## src/rtl/mmio_pkg.sv

```systemverilog
// Shared definitions for the MMIO result responder: I/O window, register map,
// STATUS bit layout and verdict FSM encoding.
package mmio_pkg;

    localparam logic [31:0] IO_BASE_DEFAULT = 32'hFFFF_FF00;

    localparam logic [1:0] CYCLE_OFS  = 2'd0;
    localparam logic [1:0] TIMER_OFS  = 2'd1;
    localparam logic [1:0] STATUS_OFS = 2'd2;
    localparam logic [1:0] RESULT_OFS = 2'd3;

    localparam int STATUS_DONE_BIT    = 0;
    localparam int STATUS_PASS_BIT    = 1;
    localparam int STATUS_EXPIRED_BIT = 2;
    localparam int STATUS_TIMEOUT_BIT = 3;

    typedef enum logic [1:0] {
        ST_RUN       = 2'd0,
        ST_DONE_PASS = 2'd1,
        ST_DONE_FAIL = 2'd2
    } state_t;

    function automatic logic [31:0] status_word(input logic done, input logic pass,
                                                input logic expired, input logic timeout);
        logic [31:0] w;
        w = '0;
        w[STATUS_DONE_BIT]    = done;
        w[STATUS_PASS_BIT]    = pass;
        w[STATUS_EXPIRED_BIT] = expired;
        w[STATUS_TIMEOUT_BIT] = timeout;
        return w;
    endfunction

endpackage

```

## src/rtl/mmio_down_timer.sv

```systemverilog
// Software-loaded down-counter with a sticky expired flag that is cleared by
// a write-one-to-clear; a simultaneous 1->0 transition beats the clear.
module mmio_down_timer
(
    input  logic        clk,
    input  logic        reset,
    input  logic        load,
    input  logic [31:0] load_value,
    input  logic        clear_expired,
    output logic [31:0] count,
    output logic        expired
);

    // NOTE: sequential state uses non-blocking assignments so every flop
    // samples the pre-edge value of its neighbours.
    always_ff @(posedge clk) begin
        if (reset) begin
            count   <= '0;
            expired <= 1'b0;
        end else begin
            if (load) begin
                count <= load_value;
            end else if (count != '0) begin
                count <= count - 32'd1;
            end

            // A load in the same cycle pre-empts the 1->0 step, so no set then.
            if (!load && count == 32'd1) begin
                expired <= 1'b1;
            end else if (clear_expired) begin
                expired <= 1'b0;
            end
        end
    end

endmodule

```

## src/rtl/mmio_result_responder.sv

```systemverilog
// Data-bus responder: decodes the I/O window, steers RAM writes, runs the
// cycle counter, down-timer and watchdog, and latches the pass/fail verdict.
module mmio_result_responder
    import mmio_pkg::*;
#(
    parameter logic [31:0] IO_BASE    = IO_BASE_DEFAULT,
    parameter logic [31:0] RESULT_ADR = 32'd108,
    parameter logic [31:0] EXPECT     = 32'd65035,
    parameter logic [31:0] TIMEOUT    = 32'd100000
)
(
    input  logic        clk,
    input  logic        reset,
    input  logic        memwrite,
    input  logic [31:0] adr,
    input  logic [31:0] writedata,
    input  logic [31:0] ramreaddata,
    output logic [31:0] readdata,
    output logic        ramwe,
    output logic        done,
    output logic        pass,
    output logic [31:0] cycles
);

    state_t      state_q, state_d;
    logic        timeout_q, timeout_set;
    logic [31:0] cycle_q;
    logic [31:0] timer_count;
    logic        timer_expired;

    logic       io_sel;
    logic [1:0] offset;
    logic       trigger;
    logic       timeout_hit;

    assign io_sel      = (adr[31:4] == IO_BASE[31:4]);
    assign offset      = adr[3:2];
    assign trigger     = memwrite & ((io_sel & (offset == RESULT_OFS)) | (adr == RESULT_ADR));
    assign timeout_hit = (cycle_q == TIMEOUT - 32'd1);

    assign ramwe  = memwrite & ~io_sel;
    assign done   = (state_q != ST_RUN);
    assign pass   = (state_q == ST_DONE_PASS);
    assign cycles = cycle_q;

    mmio_down_timer u_timer (
        .clk          (clk),
        .reset        (reset),
        .load         (memwrite & io_sel & (offset == TIMER_OFS)),
        .load_value   (writedata),
        .clear_expired(memwrite & io_sel & (offset == STATUS_OFS) & writedata[STATUS_EXPIRED_BIT]),
        .count        (timer_count),
        .expired      (timer_expired)
    );

    // NOTE: every always_comb output gets a default first so no path can
    // leave it unassigned and infer a latch.
    always_comb begin
        state_d     = state_q;
        timeout_set = 1'b0;
        case (state_q)
            ST_RUN: begin
                // A result store on the watchdog's last cycle still wins.
                if (trigger) begin
                    state_d = (writedata == EXPECT) ? ST_DONE_PASS : ST_DONE_FAIL;
                end else if (timeout_hit) begin
                    state_d     = ST_DONE_FAIL;
                    timeout_set = 1'b1;
                end
            end
            default: state_d = state_q;
        endcase
    end

    always_ff @(posedge clk) begin
        if (reset) begin
            state_q   <= ST_RUN;
            timeout_q <= 1'b0;
            cycle_q   <= '0;
        end else begin
            state_q <= state_d;
            if (timeout_set) begin
                timeout_q <= 1'b1;
            end
            if (state_q == ST_RUN && cycle_q != '1) begin
                cycle_q <= cycle_q + 32'd1;
            end
        end
    end

    always_comb begin
        readdata = ramreaddata;
        if (io_sel) begin
            case (offset)
                CYCLE_OFS:  readdata = cycle_q;
                TIMER_OFS:  readdata = timer_count;
                STATUS_OFS: readdata = status_word(done, pass, timer_expired, timeout_q);
                default:    readdata = '0;
            endcase
        end
    end

endmodule

```

## config.mk

```make
export PLATFORM = sky130hd
export DESIGN_NAME = mmio_result_responder
export DESIGN_NICKNAME = d
export VERILOG_FILES = /design/src/rtl/mmio_pkg.sv /design/src/rtl/mmio_down_timer.sv /design/src/rtl/mmio_result_responder.sv
export SDC_FILE = /design/constraint.sdc
export NUM_CORES = 1
export LEC_CHECK = 0
export CORE_UTILIZATION = 49
export DETAILED_ROUTE_END_ITERATION = 16
export GPL_TIMING_DRIVEN = 0
export PLACE_DENSITY = 0.87
export SYNTH_ARGS = -nofsm -noshare
export SYNTH_HDL_FRONTEND = slang
export SYNTH_SLANG_ARGS = --single-unit
```

## constraint.sdc

```tcl
create_clock -name clk -period 4.85 [get_ports clk]
set_input_delay 0.97 -clock clk [delete_from_list [all_inputs] [get_ports clk]]
set_output_delay 0.97 -clock clk [all_outputs]
set_load 0.02 [all_outputs]
```

# After elaboration in Yosys (flattened, before gate mapping)
# Index checks and enable logic that the tools add are counted.
# classes
addsub	2
n_eq_ne	10
n_mux	12
n_bitwise	9
n_reduce_logical	11
# op_table
cell	count
32-bit two-way mux	3
32-bit case mux with 3 select lines	1
32-bit by 1-bit adder with 32-bit output (second input constant)	1
32-bit by 1-bit equality test with 1-bit output (second input constant)	1
32-bit by 16-bit equality test with 1-bit output (second input constant)	1
32-bit by 17-bit equality test with 1-bit output (second input constant)	1
32-bit by 7-bit equality test with 1-bit output (second input constant)	1
32-bit inequality test (second input constant)	1
32-bit nonzero test	1
32-bit by 1-bit subtractor with 32-bit output (second input constant)	1
28-bit equality test (second input constant)	1
2-bit nonzero test	4
1-bit bitwise AND	7
2-bit two-way mux	3
1-bit two-way mux	5
2-bit by 1-bit equality test with 1-bit output (second input constant)	2
2-bit equality test (second input constant)	2
2-bit logical NOT	2
1-bit logical AND	2
2-bit AND reduction	1
1-bit logical NOT	1
1-bit inverter	1
1-bit bitwise OR	1
# totals
register_bits	68
out_inout_bits	67
word_cells	49

# Logic depth before layout (Yosys ltp)
# logic_depth
word_depth	6
mapped_depth	9
depth_no_buf	8

# Modules after synthesis
# Synthesis repeated with hierarchy kept, for this count alone.
# hier_totals
cells_unflattened	612
hier_area_um2	4822.1
# by_module_without_submodules
mod	instances	cells_each	area_per_inst_um2	seq_area_each_um2
mmio_result_responder	1	379	2854.0	700.7
mmio_down_timer	1	233	1968.1	660.6

# Worst setup path before layout
# No wires, ideal clock.
# synth_path
kind	in2out
from	in adr[4]
to	out readdata[28]
arrival_ps	2887
t_required_ps	3880
path_slack_ps	993
cell_stages	6
path_buffers	2
path_cell_list	or4b_1 -> nor4_2 -> nand3_2 -> clkbuf_1 -> clkbuf_1 -> o31ai_1
# synth_via
elab_chain_len	2
# synth_rtl
element	line_no	source
from (decl)	mmio_result_responder.sv:15	input logic [31:0] adr,
28-bit equality test	mmio_result_responder.sv:36	assign io_sel = (adr[31:4] == IO_BASE[31:4]);
32-bit two-way mux	mmio_result_responder.sv:93	if (io_sel) begin
to (decl)	mmio_result_responder.sv:18	output logic [31:0] readdata,
# Every way passes these cells.

# Worst setup path after layout
# layout_path
from	in adr[6]
to	out readdata[7]
# The elaborated chain is that of the path after synthesis.

==> results.sh <==
export IMPL_skew_ns=0.0127
export IMPL_synth_top_cell_by_area="dfxtp_1"
export IMPL_grt_start_max_net_pins=13
export IMPL_start_util_pct=50.3
export IMPL_fmax_mhz=210
export IMPL_avgViaCountPerCell=6.20
export IMPL_critPathKind="input pin to output port"
export IMPL_n_antenna_cell=0
export IMPL_cts_root_buf="clkbuf_8"
export IMPL_cts_inserted_buffers=9
export IMPL_rsz0062_at_grt="no"
export IMPL_wl_per_cell_um=19.4
export IMPL_yosys_cell_types_count=52
export IMPL_synth_common_cells="74 x nor2_1, 68 x dfxtp_1, 63 x nand2_1, 37 x mux2i_1, 31 x o31ai_1"
export IMPL_netlist_area_leader_share_pct=29.6
export IMPL_ys_ff_latch=68
export IMPL_crit_start="adr[6]"
export IMPL_finalCritPeriodShare_pct=98.1
export IMPL_end_kind="output port"
export IMPL_yosysSeqAreaShare_pct=29.6
export IMPL_synthFlopType="dfxtp_1"
export IMPL_drv_slew=0
export IMPL_finalSetupViolations=0
export IMPL_tightestPinTransition_ns=0.898
export IMPL_grt_usage_pct=34.6
export IMPL_grt_antenna_before_repair=0
export IMPL_synth_async_sr_flop_share_pct=0
export IMPL_core_area_mm2=0.00915
export IMPL_layout_drive_gt1_share_pct=5.51
export IMPL_dieArea_mm2=0.00979
export IMPL_crit_top_cell="clkdlybuf4s50_1"
export IMPL_design_area_mm2=0.00659
export IMPL_max_vdd_ir_drop_mv=0.336
export IMPL_synth_edff_count=0
export IMPL_vias=5531
export IMPL_max_stage_delay_ns=0.59
export IMPL_hold_path_class="register to register"
export IMPL_ys_top_cells_by_area="dfxtp_1 30%, mux2i_1 8.0%, nor2_1 6.0%"
export IMPL_nets=878
export IMPL_drtPass1Iterations=5
export IMPL_area_delta_synth_final_pct=43.2
export IMPL_cp_data_arrival_time_ns=3.79
export IMPL_n_fill_cell=732
export IMPL_drt_iter0_drc=401
export IMPL_critPathRequiredTime_ns=3.88
export IMPL_cts_htree_levels=3
export IMPL_grt_pass1_wl_um=26600
export IMPL_outcome="complete, no violations"
export IMPL_slew_headroom_pct=39.8
export IMPL_power_density_mw_per_mm2=373
export IMPL_final_seq_area_mm2=0.00136
export IMPL_critical_path_slowest_cell="or4b_1"
export IMPL_hpwl_um=13200
export IMPL_hold_violations=0
export IMPL_fp_dieH_um=98.9
export IMPL_antenna_left=0
export IMPL_crit_chain="clkdlybuf4s50_1 -> or4b_1 -> nor4_4 -> nand3_2 -> buf_2 -> clkbuf_1 -> nand2_1 -> o31ai_1 -> clkdlybuf4s50_1"
export IMPL_syn_num_nets=705
export IMPL_gr_total_overflow=0
export IMPL_critPathLaunchType="input pin"
export IMPL_p_leak_nw=2.38
export IMPL_multi_input_area_mm2=0.00308
export IMPL_cp_max_fo=10
export IMPL_synthCells=603
export IMPL_final_util_pct=72.0
export IMPL_detail_route_wirelength_um=17300
export IMPL_clkSinkCount=68
export IMPL_grt_pass1_vias=5351
export IMPL_synth_most_common_cell="nor2_1"
export IMPL_pin_count=166
export IMPL_holdCritStartpoint="state_q[0]"
export IMPL_clk_latency_ns=0.36
export IMPL_fin_crit_ns=4.76
export IMPL_drc=0
export IMPL_io_buffers=162
export IMPL_syn_cell_area_mm2=0.00460
export IMPL_max_cap_violations=0
export IMPL_dpl_cell_area_mm2=0.00636
export IMPL_rows=35
export IMPL_die_x_um=98.9
export IMPL_place_gp_congestion=0.923
export IMPL_reg2reg_from="u_timer.count[16]"
export IMPL_path_clk_slew_ns=0.07
export IMPL_clock_tree_buffer_depth=2
export IMPL_cts_setup_buffers=0
export IMPL_yosys_warnings=0
export IMPL_hold_buffers=0
export IMPL_cts_tree="done"
export IMPL_syn_avg_cell_area_um2=7.63
registers in the layout, indices dropped and copies added, names as in the netlist:
| register | count |
|---|---|
| timeout_q | 1 |
| cycles | 32 |
| u_timer.expired | 1 |
| u_timer.count | 32 |
| state_q | 2 |
routing by layer:
layer | GRT usage, % | routed length [µm] | vias up | part of all wire [%]
met5 | 0 | 0 | - | 0
met4 | 11.7 | 498 | 0 | 2.9
met3 | 8.79 | 2030 | 55 | 12
met2 | 59.8 | 8100 | 384 | 47
met1 | 41.7 | 6650 | 2530 | 38
li1 | - | - | 2562 | -
worst paths after layout:
kind	cells past startpoint	slack [ns]	end
min	2	0.48	state_q[0]
max	9	0.09	readdata[7]
max reg2reg	7	2.27	u_timer.count[4]
min reg2reg	2	0.48	state_q[0]
critical path, delay by kind of cell:
family | cells | cell delay, ns
buf+inv | 4 | 1.56
simple gates | 4 | 1.18
compound gates | 1 | 0.08
final cells by class:
| type | count | share of cell area (%) |
|---|---|---|
| clock inverters | 5 | 0.911 |
| inverters | 11 | 0.626 |
| clock buffers | 11 | 2.14 |
| well taps | 111 | 2.11 |
| repair buffers | 162 | 24.7 |
| plain buffers | 33 | 2.05 |
| multi-input cells | 491 | 46.8 |
| flip-flops and latches | 68 | 20.6 |
power breakdown:
| group | internal, W | switching, W |
|---|---|---|
| combinational | 0.000524 | 0.000629 |
| sequential | 0.000652 | 0.000169 |
| clock | 0.000254 | 0.000231 |
| total | 0.00143 | 0.00103 |
stage by stage:
stage	instances	total power, W	setup slack, ns	hold WS [ns]	TNS (ns)
2_1_floorplan	603	0.00159	0.993	0.437	0
3_3_place_gp	876	0.00191	-0.154	0.454	-0.642
3_5_place_dp	876	0.00195	-0.194	0.469	-1.03
4_1_cts	892	0.00243	0.00391	0.481	0
5_1_grt	892	0.00258	0.00140	0.502	0
6_report	892	0.00246	0.0933	0.484	0
cell families after synthesis:
| family | share of synthesized area, % |
|---|---|
| buf+inv | 3.72 |
| fa+ha+maj | 0.816 |
| simple gates | 35.1 |
| compound gates | 15.1 |
| mux | 8.05 |
| flops | 29.6 |
| xor+xnor | 7.61 |
cell usage in the layout (no fill, tap or decap), types with 4 or more instances in the layout:
cell,netlist,layout
a211oi_1,5,5
a21oi_1,30,30
a31oi_1,4,4
and3_1,5,5
clkbuf_1,30,26
clkbuf_8,0,10
clkdlybuf4s50_1,0,154
dfxtp_1,68,68
dlymetal6s2s_1,0,5
inv_1,10,10
mux2i_1,37,37
nand2_1,63,63
nand3_1,17,17
nand4_1,22,22
nor2_1,74,74
nor3_1,30,30
nor4_1,21,21
o21ai_0,29,29
o31ai_1,31,30
or3_1,25,25
or4_1,8,8
xnor2_1,29,29
xor2_1,11,11
what timing repair did:
action | in CTS | in global routing
setup endpoints to repair | 15 | 28
cloned | 0 | 0
pin swaps | 0 | 0
gates resized for setup | 6 | 12
No activity file was read; power rests on OpenSTA's default activity.
